`src/rtl/pipelined_cla_adder_if.sv`:
```
// Operand/result handshake bundle for pipelined_cla_adder.
// Ovf is present only when CLA_ADDER_OVF_EN is defined.
interface pipelined_cla_adder_if #(
  parameter int WIDTH = 16
);
  logic             in_valid;
  logic             in_ready;
  logic [WIDTH-1:0] A;
  logic [WIDTH-1:0] B;
  logic             Sub;
  logic             Cin;
  logic             out_valid;
  logic             out_ready;
  logic [WIDTH-1:0] F;
  logic             Cout;
`ifdef CLA_ADDER_OVF_EN
  logic             Ovf;

  modport master (
    output in_valid, A, B, Sub, Cin, out_ready,
    input  in_ready, out_valid, F, Cout, Ovf
  );
  modport slave (
    input  in_valid, A, B, Sub, Cin, out_ready,
    output in_ready, out_valid, F, Cout, Ovf
  );
`else
  modport master (
    output in_valid, A, B, Sub, Cin, out_ready,
    input  in_ready, out_valid, F, Cout
  );
  modport slave (
    input  in_valid, A, B, Sub, Cin, out_ready,
    output in_ready, out_valid, F, Cout
  );
`endif
endinterface

```
`src/rtl/pipelined_cla_adder.sv`:
```
// WIDTH-bit adder/subtractor built from 4-bit lookahead groups, one pipeline stage per group.
// Optional signed-overflow output enabled by defining CLA_ADDER_OVF_EN.
module pipelined_cla_adder #(
  parameter int WIDTH = 16
) (
  input logic                  clk,
  input logic                  rst,
  pipelined_cla_adder_if.slave bus
);
  localparam int GROUPS = WIDTH / 4;

  logic             adv;
  logic [WIDTH-1:0] b_eff;
  logic             c0;

  // Returns {carry out, 4-bit sum} of one lookahead group.
  function automatic logic [4:0] cla4(input logic [3:0] a, input logic [3:0] b, input logic ci);
    logic [3:0] p;
    logic [3:0] gn;
    logic [4:0] c;
    p    = a ^ b;
    gn   = a & b;
    c[0] = ci;
    c[1] = gn[0] | (p[0] & ci);
    c[2] = gn[1] | (p[1] & gn[0]) | (p[1] & p[0] & ci);
    c[3] = gn[2] | (p[2] & gn[1]) | (p[2] & p[1] & gn[0]) | (p[2] & p[1] & p[0] & ci);
    c[4] = gn[3] | (p[3] & gn[2]) | (p[3] & p[2] & gn[1]) | (p[3] & p[2] & p[1] & gn[0])
         | (p[3] & p[2] & p[1] & p[0] & ci);
    return {c[4], p ^ c[3:0]};
  endfunction

  assign b_eff        = bus.Sub ? ~bus.B : bus.B;
  assign c0           = bus.Sub | bus.Cin;
  assign adv          = !bus.out_valid || bus.out_ready;
  assign bus.in_ready = adv;

  for (genvar g = 0; g < GROUPS; g++) begin : stg
    logic [3:0]     ga;
    logic [3:0]     gb;
    logic           gci;
    logic           gv;
    logic [4:0]     r;
    logic           vld_q;
    logic           cy_q;
    logic [4*g+3:0] sum_q;

    assign r = cla4(ga, gb, gci);

    if (g == 0) begin : head
      assign ga  = bus.A[3:0];
      assign gb  = b_eff[3:0];
      assign gci = c0;
      assign gv  = bus.in_valid;
      always_ff @(posedge clk) begin
        if (rst)      sum_q <= '0;
        else if (adv) sum_q <= r[3:0];
      end
    end else begin : body
      assign ga  = stg[g-1].pend.a_q[3:0];
      assign gb  = stg[g-1].pend.b_q[3:0];
      assign gci = stg[g-1].cy_q;
      assign gv  = stg[g-1].vld_q;
      // lower groups ride along so the whole word leaves together
      always_ff @(posedge clk) begin
        if (rst)      sum_q <= '0;
        else if (adv) sum_q <= {r[3:0], stg[g-1].sum_q};
      end
    end

    always_ff @(posedge clk) begin
      if (rst) begin
        vld_q <= 1'b0;
        cy_q  <= 1'b0;
      end else if (adv) begin
        vld_q <= gv;
        cy_q  <= r[4];
      end
    end

    // operand groups not yet consumed, skewed by one stage
    if (g < GROUPS-1) begin : pend
      logic [WIDTH-4*g-5:0] a_q;
      logic [WIDTH-4*g-5:0] b_q;
      logic [WIDTH-4*g-5:0] na;
      logic [WIDTH-4*g-5:0] nb;
      if (g == 0) begin : src
        assign na = bus.A[WIDTH-1:4];
        assign nb = b_eff[WIDTH-1:4];
      end else begin : src
        assign na = stg[g-1].pend.a_q[WIDTH-4*g-1:4];
        assign nb = stg[g-1].pend.b_q[WIDTH-4*g-1:4];
      end
      always_ff @(posedge clk) begin
        if (rst) begin
          a_q <= '0;
          b_q <= '0;
        end else if (adv) begin
          a_q <= na;
          b_q <= nb;
        end
      end
    end

    if (g == GROUPS-1) begin : tail
      assign bus.out_valid = vld_q;
      assign bus.F         = sum_q;
      assign bus.Cout      = cy_q;
`ifdef CLA_ADDER_OVF_EN
      logic cmsb_q;
      // carry into the MSB recovered from sum bit and operand bits
      always_ff @(posedge clk) begin
        if (rst)      cmsb_q <= 1'b0;
        else if (adv) cmsb_q <= r[3] ^ ga[3] ^ gb[3];
      end
      assign bus.Ovf = cmsb_q ^ cy_q;
`endif
    end
  end
endmodule

```
`src/flat_wrapper.sv`:
```
// flat-port wrapper written by rule: the top's interface ports become plain ports
module pipelined_cla_adder_flat 
#(
  parameter int WIDTH = 16
)
  (clk, rst, bus_in_valid, bus_A, bus_B, bus_Sub, bus_Cin, bus_out_ready, bus_in_ready, bus_out_valid, bus_F, bus_Cout);
  pipelined_cla_adder_if #(.WIDTH(WIDTH)) bus_i ();
  input logic clk;
  input logic rst;
  input wire logic [$bits(bus_i.in_valid)-1:0] bus_in_valid;
  input wire logic [$bits(bus_i.A)-1:0] bus_A;
  input wire logic [$bits(bus_i.B)-1:0] bus_B;
  input wire logic [$bits(bus_i.Sub)-1:0] bus_Sub;
  input wire logic [$bits(bus_i.Cin)-1:0] bus_Cin;
  input wire logic [$bits(bus_i.out_ready)-1:0] bus_out_ready;
  output wire logic [$bits(bus_i.in_ready)-1:0] bus_in_ready;
  output wire logic [$bits(bus_i.out_valid)-1:0] bus_out_valid;
  output wire logic [$bits(bus_i.F)-1:0] bus_F;
  output wire logic [$bits(bus_i.Cout)-1:0] bus_Cout;
  assign bus_i.in_valid = bus_in_valid;
  assign bus_i.A = bus_A;
  assign bus_i.B = bus_B;
  assign bus_i.Sub = bus_Sub;
  assign bus_i.Cin = bus_Cin;
  assign bus_i.out_ready = bus_out_ready;
  assign bus_in_ready = bus_i.in_ready;
  assign bus_out_valid = bus_i.out_valid;
  assign bus_F = bus_i.F;
  assign bus_Cout = bus_i.Cout;
  pipelined_cla_adder #(.WIDTH(WIDTH)) u_core (.clk(clk), .rst(rst), .bus(bus_i));
endmodule
```
`config.mk`:
```
export PLATFORM = sky130hd
export DESIGN_NAME = pipelined_cla_adder_flat
export DESIGN_NICKNAME = d
export VERILOG_FILES = /design/src/rtl/pipelined_cla_adder_if.sv /design/src/rtl/pipelined_cla_adder.sv /design/src/flat_wrapper.sv
export SDC_FILE = /design/constraint.sdc
export NUM_CORES = 1
export LEC_CHECK = 0
export CELL_PAD_IN_SITES_DETAIL_PLACEMENT = 1
export CELL_PAD_IN_SITES_GLOBAL_PLACEMENT = 2
export CORE_ASPECT_RATIO = 1.5
export CORE_MARGIN = 4
export CORE_UTILIZATION = 33
export DETAILED_ROUTE_END_ITERATION = 8
export PLACE_DENSITY_LB_ADDON = 0.1
export SETUP_SLACK_MARGIN = 0.3
export SKIP_CTS_REPAIR_TIMING = 1
export SYNTH_ARGS = -nofsm -noshare
export SYNTH_HDL_FRONTEND = slang
export SYNTH_SLANG_ARGS = --single-unit
```
`constraint.sdc`:
```
create_clock -name clk -period 2.53 [get_ports clk]
set_clock_uncertainty 0.1 [all_clocks]
set_input_delay 0.3795 -clock clk [delete_from_list [all_inputs] [get_ports clk]]
set_output_delay 0.3795 -clock clk [all_outputs]
set_load 0.01 [all_outputs]
```
======== After elaboration in Yosys (flattened, before gate mapping) ========
Index checks and enable logic that the tools add are counted.
word-level totals
  output and inout bits ................... 19
  word-level logic and storage cells ...... 139
  input port bits ......................... 38
  register bits ........................... 96
cells by class
  mux-type cells .......................... 1
  bitwise operators ....................... 118
  reduce and logical (&&, ||, !) cells .... 2
operators by type and width
  cell                number
  1-bit bitwise AND   64
  1-bit OR            41
  4-bit XOR           8
  4-bit bitwise AND   4
  16-bit two-way mux  1
  16-bit NOT          1
  1-bit logical NOT   1
  1-bit logical OR    1

======== Longest topological paths before layout ========
Gate-level depths: netlist of the first run.
  word-level depth ........................ 8
  depth in mapped cells ................... 8
  gate-level depth less buffers ........... 6

======== Least setup slack after synthesis of the first run ========
Ideal clock, no wire load.
  path type ............................... in2reg
  start ................................... input bus_Sub
  end ..................................... register u_core.stg[0].sum_q[3]
  buffers on the path ..................... 2
  required time ........................... 2,309 ps
  setup time .............................. 121 ps
  path slack .............................. 570 ps
  cell stages on the path ................. 7
  arrival ................................. 1,739 ps
  path through ............................ buf_6 -> buf_4 -> xor2_1 -> ha_1 -> or3_1 -> mux2i_1 -> nor4_2
between the ends
  longest elaborated chain between the ends .. 7
  elaborated cells between the ends (all ways) .. 13
  those cells by class .................... mux: 1; bitwise: 12
RTL lines
  item                                                        RTL line                                              text
  from (decl)                                                 flat_wrapper.sv:13                                    input wire logic [$bits(bus_i.Sub)-1:0] bus_Sub;
  16-bit two-way mux                                          pipelined_cla_adder.sv:32                             assign b_eff = bus.Sub ? ~bus.B : bus.B;
  4-bit XOR or 4-bit bitwise AND (tied branches)              pipelined_cla_adder.sv:21, pipelined_cla_adder.sv:22
  1-bit bitwise AND                                           pipelined_cla_adder.sv:26                             c[3] = gn[2] | (p[2] & gn[1]) | (p[2] & p[1] & gn[0]) | (p[2] & p[1] & p[0] & ci);
  1-bit OR or 1-bit bitwise AND (tied branches) (2 in a row)  pipelined_cla_adder.sv:26
  1-bit OR                                                    pipelined_cla_adder.sv:26
  4-bit XOR (*)                                               pipelined_cla_adder.sv:29                             return {c[4], p ^ c[3:0]};
  to (signal assigned)                                        pipelined_cla_adder.sv:56                             else if (adv) sum_q <= r[3:0];
  to (decl)                                                   pipelined_cla_adder.sv:45                             logic [4*g+3:0] sum_q;
Mark *: on every way between the ends. The rest lies on a longest branch, timed or not.
A chain may end at the register's enable or synchronous reset.

======== Final worst setup path of the first run ========
  start ................................... input bus_out_ready
  end ..................................... output bus_in_ready
between the ends
  longest elaborated chain between the ends .. 1
RTL lines
  item              RTL line                   text
  from (decl)       flat_wrapper.sv:15         input wire logic [$bits(bus_i.out_ready)-1:0] bus_out_ready;
  1-bit logical OR  pipelined_cla_adder.sv:34  assign adv = !bus.out_valid || bus.out_ready;
  to (decl)         flat_wrapper.sv:16         output wire logic [$bits(bus_i.in_ready)-1:0] bus_in_ready;
No other way between the ends.

==> impl_metrics.sql, run 1 <==
INSERT INTO impl_metrics (metric_group, metric, value, unit) VALUES
('drt', 'wl', '10.34', 'mm'),
('layout', 'layout-area-overhead-vs-synth', '20.43', '%'),
('critical_path', 'criticalPathCategory', 'input pin to output port', ''),
('critical_path', 'timing.critical_path.fanout_max', '15', ''),
('drt', 'via_per_inst', '4.891', ''),
('timing', 'layout_worst_path_cycle_share', '84.68', '%'),
('min_path', 'min-delay-path-class', 'input pin to flip-flop', ''),
('clocking', 'cts-root-to-sink-buffers', '2', ''),
('timing', 'worstMarginPinSlew', '554.4', 'ps'),
('status', 'run_status', 'finished, final reports clean', ''),
('clocking', 'cts_root_buf', 'sky130_fd_sc_hd__clkbuf_16', ''),
('timing', 'grt_setup_unrepaired', 'false', ''),
('placement', 'dpl.hpwl', '7.043', 'mm'),
('floorplanning', 'core_region_area', '0.01264', 'sq mm'),
('critical_path', 'critPathArrivalTime', '1660', 'ps'),
('pwr', 'pwr_density_cell', '656.1', 'mW/mm^2'),
('drt', 'route.detailed.wl_per_inst', '15.01', 'um'),
('floorplanning', 'die-area', '0.01494', 'sq mm'),
('clocking', 'clkLatencyLatePin', '340', 'ps'),
('floorplanning', 'die-width', '101.1', 'um'),
('floorplanning', 'die_height', '147.7', 'um'),
('layout', 'final_net_count', '588', ''),
('clocking', 'cts_inserted_buffers', '9', ''),
('floorplanning', 'ioPinCount', '57', ''),
('global_route', 'initial_antenna_violation_count', '0', ''),
('synthesis', 'yosys.area_share.simple', '18.86', '%'),
('synthesis', 'yosys.cell_types.count', '41', ''),
('placement', 'io_buffers', '56', ''),
('pwr', 'vdd_ir_drop_max', '268.9', 'uV'),
('synthesis', 'synth.top_cells.by_area', 'sky130_fd_sc_hd__dfxtp_1 (45%), sky130_fd_sc_hd__nand2_1 (12%), sky130_fd_sc_hd__a21oi_1 (8.2%)', ''),
('synthesis', 'synth_area_per_cell', '8.725', 'sq um'),
('critical_path', 'critPathCaptureType', 'output port', ''),
('critical_path', 'cp.required', '2050', 'ps'),
('global_route', 'gr-max-usage-layer', 'met2', ''),
('critical_path', 'critical_path.startpoint_type', 'input pin', ''),
('global_route', 'grt_util_met1', '18.49', '%'),
('synthesis', 'synthesis.area', '0.004293', 'sq mm'),
('synthesis', 'synth-async-reset-ratio', '0', '%'),
('clocking', 'tritoncts_clock_tree', 'done', ''),
('drt', 'route.detailed.drc', '0', ''),
('clocking', 'cts_num_sinks', '96', ''),
('clocking', 'cts.clk_slew.worst_paths', '70', 'ps'),
('synthesis', 'synth_enable_flop_cells', '0', ''),
('synthesis', 'yosysTopAreaCellShare', '44.77', '%'),
('timing', 'final_worst_setup_slack', '387.5', 'ps'),
('synthesis', 'synth_xor_xnor_area_share', '4.080', '%'),
('synthesis', 'largest_family_of_logic_cells_by_synthesized_area', 'simple AND/OR/NAND/NOR gates', ''),
('synthesis', 'syn-instance-count', '492', ''),
('clocking', 'htreeDepth', '3', ''),
('pwr', 'cellLeakagePower', '1.926', 'nW'),
('timing', 'final_period_minus_worst_setup_slack', '2142', 'ps'),
('drt', 'post_drt_antenna_nets', '0', ''),
('global_route', 'global_route.usage.total', '14.26', '%'),
('global_route', 'grt_max_degree', '95', ''),
('timing', 'timing.max_slew.rel_slack', '63.00', '%'),
('synthesis', 'synth_fa_ha_area_share', '7.112', '%'),
('layout', 'drive_gt1_share', '8.818', '%'),
('synthesis', 'synth_flop_cell', 'sky130_fd_sc_hd__dfxtp_1', ''),
('drt', 'drt_first_iter_violations', '113', ''),
('layout', 'post-route-util', '40.91', '%'),
('timing', 'final-setup-viol-count', '0', ''),
('synthesis', 'synth_warnings', '0', ''),
('drt', 'via_count', '3370', ''),
('global_route', 'grt_remaining_overflow', '0', ''),
('global_route', 'grt_first_pass_wirelength', '17.11', 'mm'),
('run', 'timing.max_cap.violations', '0', ''),
('layout', 'num_antenna_cells', '0', ''),
('drt', 'drtPass1Iterations', '4', ''),
('synthesis', 'synth_register_bits', '96', ''),
('placement', 'preCtsSetupSlack', '56.87', 'ps'),
('synthesis', 'post-synth-top-count-cell', 'sky130_fd_sc_hd__nand2_1', '');
-- critical path, cell delays in order --
cell and delay (ps):
sky130_fd_sc_hd__clkdlybuf4s50_1 500, sky130_fd_sc_hd__nor2b_4 70, sky130_fd_sc_hd__inv_6 140, sky130_fd_sc_hd__clkdlybuf4s50_1 560
-- through the flow --
stage	area [sq um]	cells	hold slack, ps	power (mW)
6_report	5170	689	330.5	3.392
5_1_grt	5170	689	349.6	3.549
4_1_cts	5167	689	319.6	3.444
3_5_place_dp	4883	673	347.2	2.133
3_3_place_gp	4883	673	340.3	2.121
2_1_floorplan	4293	492	332.1	1.967
-- report_power, final --
group          switching [mW]  internal (mW)  leakage [nW]
clock                   0.583          0.717         0.141
combinational           0.212          0.213         0.996
sequential             0.0561           1.61         0.789
-- final timing paths --
kind / from / endpoint / slack [ps] / cells past startpoint
worst max-delay path: bus_out_ready / bus_in_ready / 390 / 4
worst min-delay path: rst / u_core.stg[1].pend.b_q[2] / 330 / 2
worst max register to register: u_core.bus.out_valid / u_core.stg[0].sum_q[3] / 810 / 5
worst min register to register: u_core.bus.F[9] / u_core.bus.F[9] / 350 / 2
-- registers in the layout, summed over array words and instances, names as in the netlist --
register / cells
u_core.stg.pend.a_q: 24
u_core.stg.sum_q: 24
u_core.stg.cy_q: 3
u_core.bus.F: 16
u_core.stg.pend.b_q: 24
u_core.bus.Cout: 1
u_core.stg.vld_q: 3
u_core.bus.out_valid: 1
-- area by class of cell --
class | count | area (sq um)
clock buffer | 11 | 252.7
tap | 156 | 195.2
timing repair buffer | 61 | 648.1
clock inverter | 5 | 31.28
fill | 1520 | 7467
multi-input combinational | 347 | 2067
sequential | 96 | 1922
inverter | 13 | 53.80
-- layout by cell type, fill, tap and decap left out, types with 2 or more instances in the layout --
cell / n
sky130_fd_sc_hd__a211oi_1: 4
sky130_fd_sc_hd__a211oi_2: 15
sky130_fd_sc_hd__a21oi_1: 70
sky130_fd_sc_hd__a221oi_1: 2
sky130_fd_sc_hd__a31oi_1: 4
sky130_fd_sc_hd__and3_1: 2
sky130_fd_sc_hd__buf_12: 4
sky130_fd_sc_hd__buf_4: 2
sky130_fd_sc_hd__clkbuf_16: 9
sky130_fd_sc_hd__clkbuf_8: 2
sky130_fd_sc_hd__clkdlybuf4s50_1: 54
sky130_fd_sc_hd__clkinv_2: 3
sky130_fd_sc_hd__dfxtp_1: 96
sky130_fd_sc_hd__fa_1: 4
sky130_fd_sc_hd__ha_1: 18
sky130_fd_sc_hd__inv_1: 12
sky130_fd_sc_hd__nand2_1: 139
sky130_fd_sc_hd__nand3_1: 2
sky130_fd_sc_hd__nand4b_1: 3
sky130_fd_sc_hd__nor2_1: 29
sky130_fd_sc_hd__nor3_1: 3
sky130_fd_sc_hd__nor3b_2: 2
sky130_fd_sc_hd__nor4b_1: 4
sky130_fd_sc_hd__o211ai_1: 4
sky130_fd_sc_hd__o21ai_0: 4
sky130_fd_sc_hd__o21ai_1: 3
sky130_fd_sc_hd__o21bai_1: 2
sky130_fd_sc_hd__xnor2_1: 15
sky130_fd_sc_hd__xor2_1: 5
-- cell families (layout without fill, tap and decap cells) --
logic type / Yosys count / after routing
AOI/OAI and AO/OA: 115 / 115
adders and majority gates: 22 / 22
muxes: 1 / 1
xor gates and xnor gates: 20 / 20
DFF: 96 / 96
buffers and inverters: 49 / 90
and+or+nand+nor: 189 / 189
-- layer usage --
layer / vias to the layer above / share of wire, %
met5: - / 0
met1: 1588 / 46
met3: 9 / 3.5
met4: 0 / 1.5
met2: 51 / 49
li1: 1722 / -
(Power assumes the default switching activity.)
==> inputs of run 2 (changes only) <==
Settings changed: CORE_UTILIZATION 33 to 30.
Clock period 2.53 ns to 1.8 ns, I/O delays scaled along.
==> run 2 against run 1 <==
  * Sequential share of layout area decreased by 4.1 points
  * Cell count up 11%
  * First-iteration DRC count shrank 19%
  * Worst setup slack worse by 150 ps
  * Highest routed layer unchanged
  * Worst hold slack got worse by 180 ps
  * Critical path depth is 4 higher
==> impl_metrics.sql, run 2 (synthesis results as in run 1) <==
INSERT INTO impl_metrics (metric_group, metric, value, unit) VALUES
('status', 'run_status', 'finished, final reports clean', ''),
('pwr', 'pwr_density_cell', '852.1', 'mW/mm^2'),
('global_route', 'grt_first_pass_wirelength', '17.96', 'mm'),
('min_path', 'hold_start', 'rst', ''),
('clocking', 'clkLatencyLatePin', '340', 'ps'),
('clocking', 'cts.clk_slew.worst_paths', '70', 'ps'),
('min_path', 'hold-path-cell-count', '2', ''),
('clocking', 'cts-root-to-sink-buffers', '2', ''),
('floorplanning', 'core_region_area', '0.01406', 'sq mm'),
('placement', 'preCtsSetupSlack', '-400.3', 'ps'),
('layout', 'layout_commonest_cell', 'sky130_fd_sc_hd__nand2_1', ''),
('global_route', 'first_global_vias', '3641', ''),
('min_path', 'worst_hold_path.endpoint', 'u_core.stg[0].sum_q[0]', ''),
('clocking', 'cts_inserted_buffers', '9', ''),
('floorplanning', 'ioPinCount', '57', ''),
('timing', 'final-setup-viol-count', '0', ''),
('global_route', 'grt_max_degree', '42', ''),
('critical_path', 'critPathArrivalTime', '1690', 'ps'),
('layout', 'multi_input_area', '0.002298', 'sq mm'),
('critical_path', 'cp.required', '1930', 'ps'),
('global_route', 'initial_antenna_violation_count', '0', ''),
('timing', 'slew_violations', '0', ''),
('floorplanning', 'initial_standard_cell_utilization_of_the_core', '30.54', '%'),
('critical_path', 'criticalPathCategory', 'input pin to flip-flop', ''),
('layout', 'most-common-layout-cells', 'sky130_fd_sc_hd__nand2_1 (139), sky130_fd_sc_hd__dfxtp_1 (85), sky130_fd_sc_hd__a21oi_1 (69)', ''),
('timing', 'worstMarginPinSlew', '319.5', 'ps'),
('run', 'timing.max_cap.violations', '0', ''),
('pwr', 'vdd_ir_drop_max', '539.3', 'uV'),
('clocking', 'tritoncts_clock_tree', 'done', ''),
('layout', 'layoutNonFillerInstCount', '762', ''),
('floorplanning', 'die-area', '0.01633', 'sq mm'),
('placement', 'place_congestion', '0.7588', ''),
('timing', 'grt_setup_unrepaired', 'true', ''),
('layout', 'final.fill_count', '1647', ''),
('timing', 'timing.max_slew.rel_slack', '78.40', '%'),
('layout', 'drive_gt1_share', '21.40', '%'),
('placement', 'io_buffers', '56', ''),
('layout', 'top_regs', 'u_core.stg.pend.a_q (24), u_core.stg.pend.b_q (24), u_core.stg.sum_q (24)', ''),
('layout', 'num_antenna_cells', '0', ''),
('timing', 'final_hold_violation_count', '0', ''),
('pwr', 'cellLeakagePower', '2.542', 'nW'),
('clocking', 'cts_num_sinks', '96', ''),
('drt', 'via_per_inst', '4.713', ''),
('drt', 'route.detailed.wl_per_inst', '14.84', 'um'),
('placement', 'number_of_placed_instances_taps_included', '737', ''),
('drt', 'wl', '11.31', 'mm'),
('drt', 'via_count', '3591', ''),
('layout', 'final-seq-area', '0.001943', 'sq mm'),
('critical_path', 'critPathCaptureType', 'flip-flop', ''),
('critical_path', 'register_to_register_setup_slack', '270', 'ps'),
('drt', 'drt_first_iter_violations', '91', ''),
('drt', 'route.detailed.drc', '0', ''),
('floorplanning', 'die_height', '154.5', 'um'),
('timing', 'final_period_minus_worst_setup_slack', '1561', 'ps'),
('min_path', 'min-delay-path-class', 'input pin to flip-flop', ''),
('critical_path', 'timing.critical_path.fanout_max', '5', ''),
('drt', 'post_drt_antenna_nets', '0', ''),
('clocking', 'htreeDepth', '3', ''),
('layout', 'layout-area-overhead-vs-synth', '36.81', '%'),
('critical_path', 'critical_path.startpoint_type', 'input pin', ''),
('timing', 'fin_tns_setup', '0', 'ps'),
('timing', 'final_worst_setup_slack', '239.1', 'ps'),
('global_route', 'global_route.usage.total', '13.62', '%'),
('layout', 'final_net_count', '626', ''),
('global_route', 'grt_remaining_overflow', '0', ''),
('placement', 'dpl.hpwl', '7.937', 'mm'),
('clocking', 'cts_root_buf', 'sky130_fd_sc_hd__clkbuf_16', ''),
('critical_path', 'regToRegStartpoint', 'u_core.stg[1].pend.a_q[0]', ''),
('floorplanning', 'die-width', '105.7', 'um'),
('floorplanning', 'row_count', '53', ''),
('critical_path', 'critical_path.reg2reg.endpoint', 'u_core.stg[2].sum_q[10]', ''),
('timing', 'clock.fmax', '0.6406', 'GHz'),
('critical_path', 'rr_worst_depth', '5', ''),
('timing', 'layout_worst_path_cycle_share', '86.72', '%'),
('drt', 'drtPass1Iterations', '4', '');
run 2: metal layers:
metal,global-route usage [%],wire [um],vias up
li1,-,-,1796
met1,16.48,4782,1744
met2,24.30,6129,45
met3,2.630,303,6
met4,4.136,96,0
met5,0,0,-
run 2: report_power, final:
part           internal, mW  switching, mW  leakage [nW]  total [mW]
Combinational         0.382          0.336          1.61       0.718
Clock                  1.11          0.821         0.138        1.93
Sequential             2.26         0.0873         0.794        2.35
run 2: how the worst max path moves through the flow:
stage,cells past startpoint,from,end
2_1_floorplan,8,bus_Sub,u_core.stg[0].cy_q
3_3_place_gp,8,bus_Sub,u_core.stg[0].cy_q
3_5_place_dp,8,bus_Sub,u_core.stg[0].cy_q
4_1_cts,4,bus_out_ready,bus_in_ready
5_1_grt,5,u_core.stg[1].pend.a_q[0],u_core.stg[2].sum_q[10]
6_report,8,bus_Sub,u_core.stg[0].sum_q[3]
run 2: per-stage QoR:
stage | instance area (sq um) | utilization, % | total power [mW] | hold WS, ps
5_1_grt | 5873 | 41.78 | 5.273 | 160.2
3_5_place_dp | 5145 | 36.60 | 3.045 | 345.1
6_report | 5873 | 41.78 | 5.005 | 152.6
2_1_floorplan | 4333 | - | 2.775 | 310.5
3_3_place_gp | 5145 | 36.60 | 3.021 | 338.8
4_1_cts | 5441 | 38.71 | 5.009 | 141.6
run 2: critical path, stage by stage:
cell and delay [ps]:
sky130_fd_sc_hd__clkbuf_2 90, sky130_fd_sc_hd__buf_6 130, sky130_fd_sc_hd__buf_12 120, sky130_fd_sc_hd__xor2_1 160, sky130_fd_sc_hd__ha_1 300, sky130_fd_sc_hd__or3_4 390, sky130_fd_sc_hd__mux2i_1 170, sky130_fd_sc_hd__nor4_2 50
run 2: final cells by class:
class                           count  share of cell area (%)
Timing Repair Buffer               99                   17.72
Tap cell                          192                   4.090
Clock inverter                      4                  0.9161
Clock buffer                       11                   4.133
Sequential cell                    96                   33.08
Multi-Input combinational cell    347                   39.14
Inverter                           13                  0.9161
==> inputs of run 3 (changes only) <==
Settings changed: CORE_UTILIZATION 30 to 34, DONT_BUFFER_PORTS from default to 1.
Clock period 1.8 ns to 1.4 ns, I/O delays scaled along.
==> run 3 against run 2 <==
  * The flow now finishes with violations (hold timing, setup timing)
  * Register-to-register slack lost 390 ps
  * First-iteration DRC count is the same
  * Critical path depth shrank 4
  * Critical endpoint is now bus_in_ready
  * Die area shrank 11%
  * Worst hold slack lost 320 ps
  * Sequential share of layout area grew 3.0 points
  * Cell count shrank 12%
  * Worst setup slack lost 440 ps
  * Largest power group unchanged
  * Global-route usage grew 1.2 points
  * Flip-flop and latch count is the same
==> impl_metrics.sql, run 3 (synthesis results as in run 1) <==
INSERT INTO impl_metrics (metric_group, metric, value, unit) VALUES
('timing', 'fin_tns_setup', '-969.7', 'ps'),
('global_route', 'grt_max_degree', '99', ''),
('global_route', 'global_route.usage.total', '14.79', '%'),
('drt', 'post_drt_antenna_nets', '0', ''),
('pwr', 'clkPwrFrac', '42.4', '%'),
('min_path', 'min-delay-path-class', 'input pin to flip-flop', ''),
('clocking', 'cts_inserted_buffers', '9', ''),
('critical_path', 'criticalPathCategory', 'flip-flop to output port', ''),
('layout', 'layout-area-overhead-vs-synth', '25.50', '%'),
('placement', 'place_congestion', '0.7117', ''),
('layout', 'most-common-layout-cells', 'sky130_fd_sc_hd__nand2_1 (139), sky130_fd_sc_hd__dfxtp_1 (80), sky130_fd_sc_hd__a21oi_1 (68)', ''),
('placement', 'dpl.hpwl', '6.934', 'mm'),
('timing', 'slew_violations', '0', ''),
('critical_path', 'critPathCaptureType', 'output port', ''),
('placement', 'io_buffers', '0', ''),
('timing', 'timing.max_slew.rel_slack', '73.58', '%'),
('drt', 'via_per_inst', '4.945', ''),
('global_route', 'initial_antenna_violation_count', '0', ''),
('global_route', 'grt_remaining_overflow', '0', ''),
('layout', 'post-route-util', '43.28', '%'),
('layout', 'top_regs', 'u_core.stg.pend.a_q (24), u_core.stg.pend.b_q (24), u_core.stg.sum_q (24)', ''),
('timing', 'final-setup-viol-count', '15', ''),
('critical_path', 'timing.critical_path.fanout_max', '8', ''),
('placement', 'preCtsSetupSlack', '-143.0', 'ps'),
('clocking', 'cts-root-to-sink-buffers', '2', ''),
('layout', 'num_antenna_cells', '0', ''),
('timing', 'fin_worst_hold_slack', '-163.1', 'ps'),
('layout', 'layoutNonFillerInstCount', '670', ''),
('global_route', 'grt_first_pass_wirelength', '17.39', 'mm'),
('layout', 'layout_commonest_cell', 'sky130_fd_sc_hd__nand2_1', ''),
('timing', 'final_period_minus_worst_setup_slack', '1605', 'ps'),
('placement', 'placement.cell_area', '0.004652', 'sq mm'),
('critical_path', 'rr_worst_depth', '6', ''),
('critical_path', 'regToRegStartpoint', 'u_core.bus.out_valid', ''),
('floorplanning', 'ioPinCount', '57', ''),
('layout', 'final_net_count', '569', ''),
('status', 'run_status', 'complete, but fails checks', ''),
('timing', 'grt_setup_unrepaired', 'true', ''),
('pwr', 'pwr_density_cell', '1205', 'mW/mm^2'),
('timing', 'worstMarginPinSlew', '395.9', 'ps'),
('layout', 'final-seq-area', '0.001942', 'sq mm'),
('min_path', 'hold_start', 'rst', ''),
('status', 'failed_checks', 'hold timing, setup timing', ''),
('drt', 'wl', '10.69', 'mm'),
('clocking', 'cts_num_sinks', '96', ''),
('timing', 'final_hold_violation_count', '88', ''),
('clocking', 'clkLatencyLatePin', '340', 'ps'),
('timing', 'layout_worst_path_cycle_share', '114.7', '%'),
('pwr', 'intPower', '4.996', 'mW'),
('global_route', 'first_global_vias', '3361', ''),
('layout', 'drive_gt1_share', '28.79', '%'),
('clocking', 'cts_root_buf', 'sky130_fd_sc_hd__clkbuf_16', ''),
('floorplanning', 'die-area', '0.01452', 'sq mm'),
('clocking', 'tritoncts_clock_tree', 'done', ''),
('floorplanning', 'initial_standard_cell_utilization_of_the_core', '34.48', '%'),
('layout', 'final.fill_count', '1436', ''),
('clocking', 'htreeDepth', '3', ''),
('pwr', 'p_seq_share', '47.0', '%'),
('pwr', 'netsw', '1.497', 'mW'),
('drt', 'drtPass1Iterations', '4', ''),
('critical_path', 'critical_path.startpoint_type', 'flip-flop', ''),
('pwr', 'total_power_of_the_final_layout', '6.493', 'mW'),
('layout', 'multi_input_area', '0.002369', 'sq mm'),
('placement', 'number_of_placed_instances_taps_included', '636', ''),
('drt', 'via_count', '3313', ''),
('critical_path', 'cp.required', '1090', 'ps'),
('critical_path', 'critPathArrivalTime', '1300', 'ps'),
('clocking', 'cts.clk_slew.worst_paths', '60', 'ps'),
('min_path', 'worst_hold_path.endpoint', 'u_core.bus.F[4]', ''),
('min_path', 'hold-path-cell-count', '1', ''),
('pwr', 'vdd_ir_drop_max', '609.3', 'uV'),
('run', 'timing.max_cap.violations', '0', ''),
('pwr', 'switching_share', '23.05', '%'),
('floorplanning', 'row_count', '50', ''),
('timing', 'final_worst_setup_slack', '-205.3', 'ps'),
('floorplanning', 'die-width', '99.75', 'um'),
('floorplanning', 'die_height', '145.6', 'um'),
('pwr', 'cellLeakagePower', '2.029', 'nW'),
('critical_path', 'critical_path.reg2reg.endpoint', 'u_core.stg[0].sum_q[2]', ''),
('drt', 'drt_first_iter_violations', '91', ''),
('critical_path', 'register_to_register_setup_slack', '-120', 'ps'),
('timing', 'clock.fmax', '0.6229', 'GHz'),
('layout', 'final_cell_area', '0.005388', 'sq mm'),
('drt', 'route.detailed.drc', '0', ''),
('drt', 'route.detailed.wl_per_inst', '15.95', 'um'),
('floorplanning', 'core_region_area', '0.01245', 'sq mm'),
('pwr', 'combPwrFrac', '10.5', '%');
[run 3: changes by cell type in the layout (fill, tap and decap cells not counted), moves of 4 or more]
cell	change
sky130_fd_sc_hd__buf_4	-5
sky130_fd_sc_hd__nor2_4	+4
sky130_fd_sc_hd__clkdlybuf4s50_1	-28
sky130_fd_sc_hd__inv_2	+5
sky130_fd_sc_hd__dfxtp_2	+8
sky130_fd_sc_hd__nor2_2	+8
sky130_fd_sc_hd__nor2_1	-12
sky130_fd_sc_hd__dlymetal6s2s_1	-25
sky130_fd_sc_hd__inv_1	-5
sky130_fd_sc_hd__dfxtp_1	-5
[run 3: final cells by class]
cell class	count	area share, %
repair buffers	42	9.034
clock buffers	12	4.947
flip-flops and latches	96	36.04
well taps	156	3.623
clock inverters	4	1.393
multi-input cells	347	43.96
inverters	13	0.9986
[run 3: critical path, cell delays in order (launching register included)]
cell,delay [ps]
sky130_fd_sc_hd__dfxtp_2,320
sky130_fd_sc_hd__nor2b_4,250
sky130_fd_sc_hd__clkinv_4,120
sky130_fd_sc_hd__buf_12,150
sky130_fd_sc_hd__buf_6,110
[run 3: per-layer routing]
layer / vias up / share of wire, % / global-route usage, %
li1: 1673 / - / -
met1: 1584 / 46 / 19.24
met2: 48 / 50 / 24.13
met3: 8 / 3.1 / 3.357
met4: 0 / 1.2 / 4.716
met5: - / 0 / 0
[run 3: worst max path at each step]
stage,start,slack (ps),to
finish,u_core.bus.out_valid,-210,bus_in_ready
global placement,u_core.bus.out_valid,-70,u_core.stg[0].sum_q[2]
global route,u_core.bus.out_valid,-290,bus_in_ready
detailed placement,bus_B[1],-140,u_core.stg[0].cy_q
CTS,u_core.bus.out_valid,-450,bus_in_ready
floorplan,bus_Sub,-270,u_core.stg[0].cy_q
[run 3: power groups by stage]
stage	Sequential (mW)	Clock, mW	Combinational, mW
global placement	3.10	0	0.611
global route	3.07	2.97	0.779
finish	3.05	2.76	0.685
CTS	3.04	2.85	0.629
detailed placement	3.10	0	0.623
floorplan	3.07	0	0.549
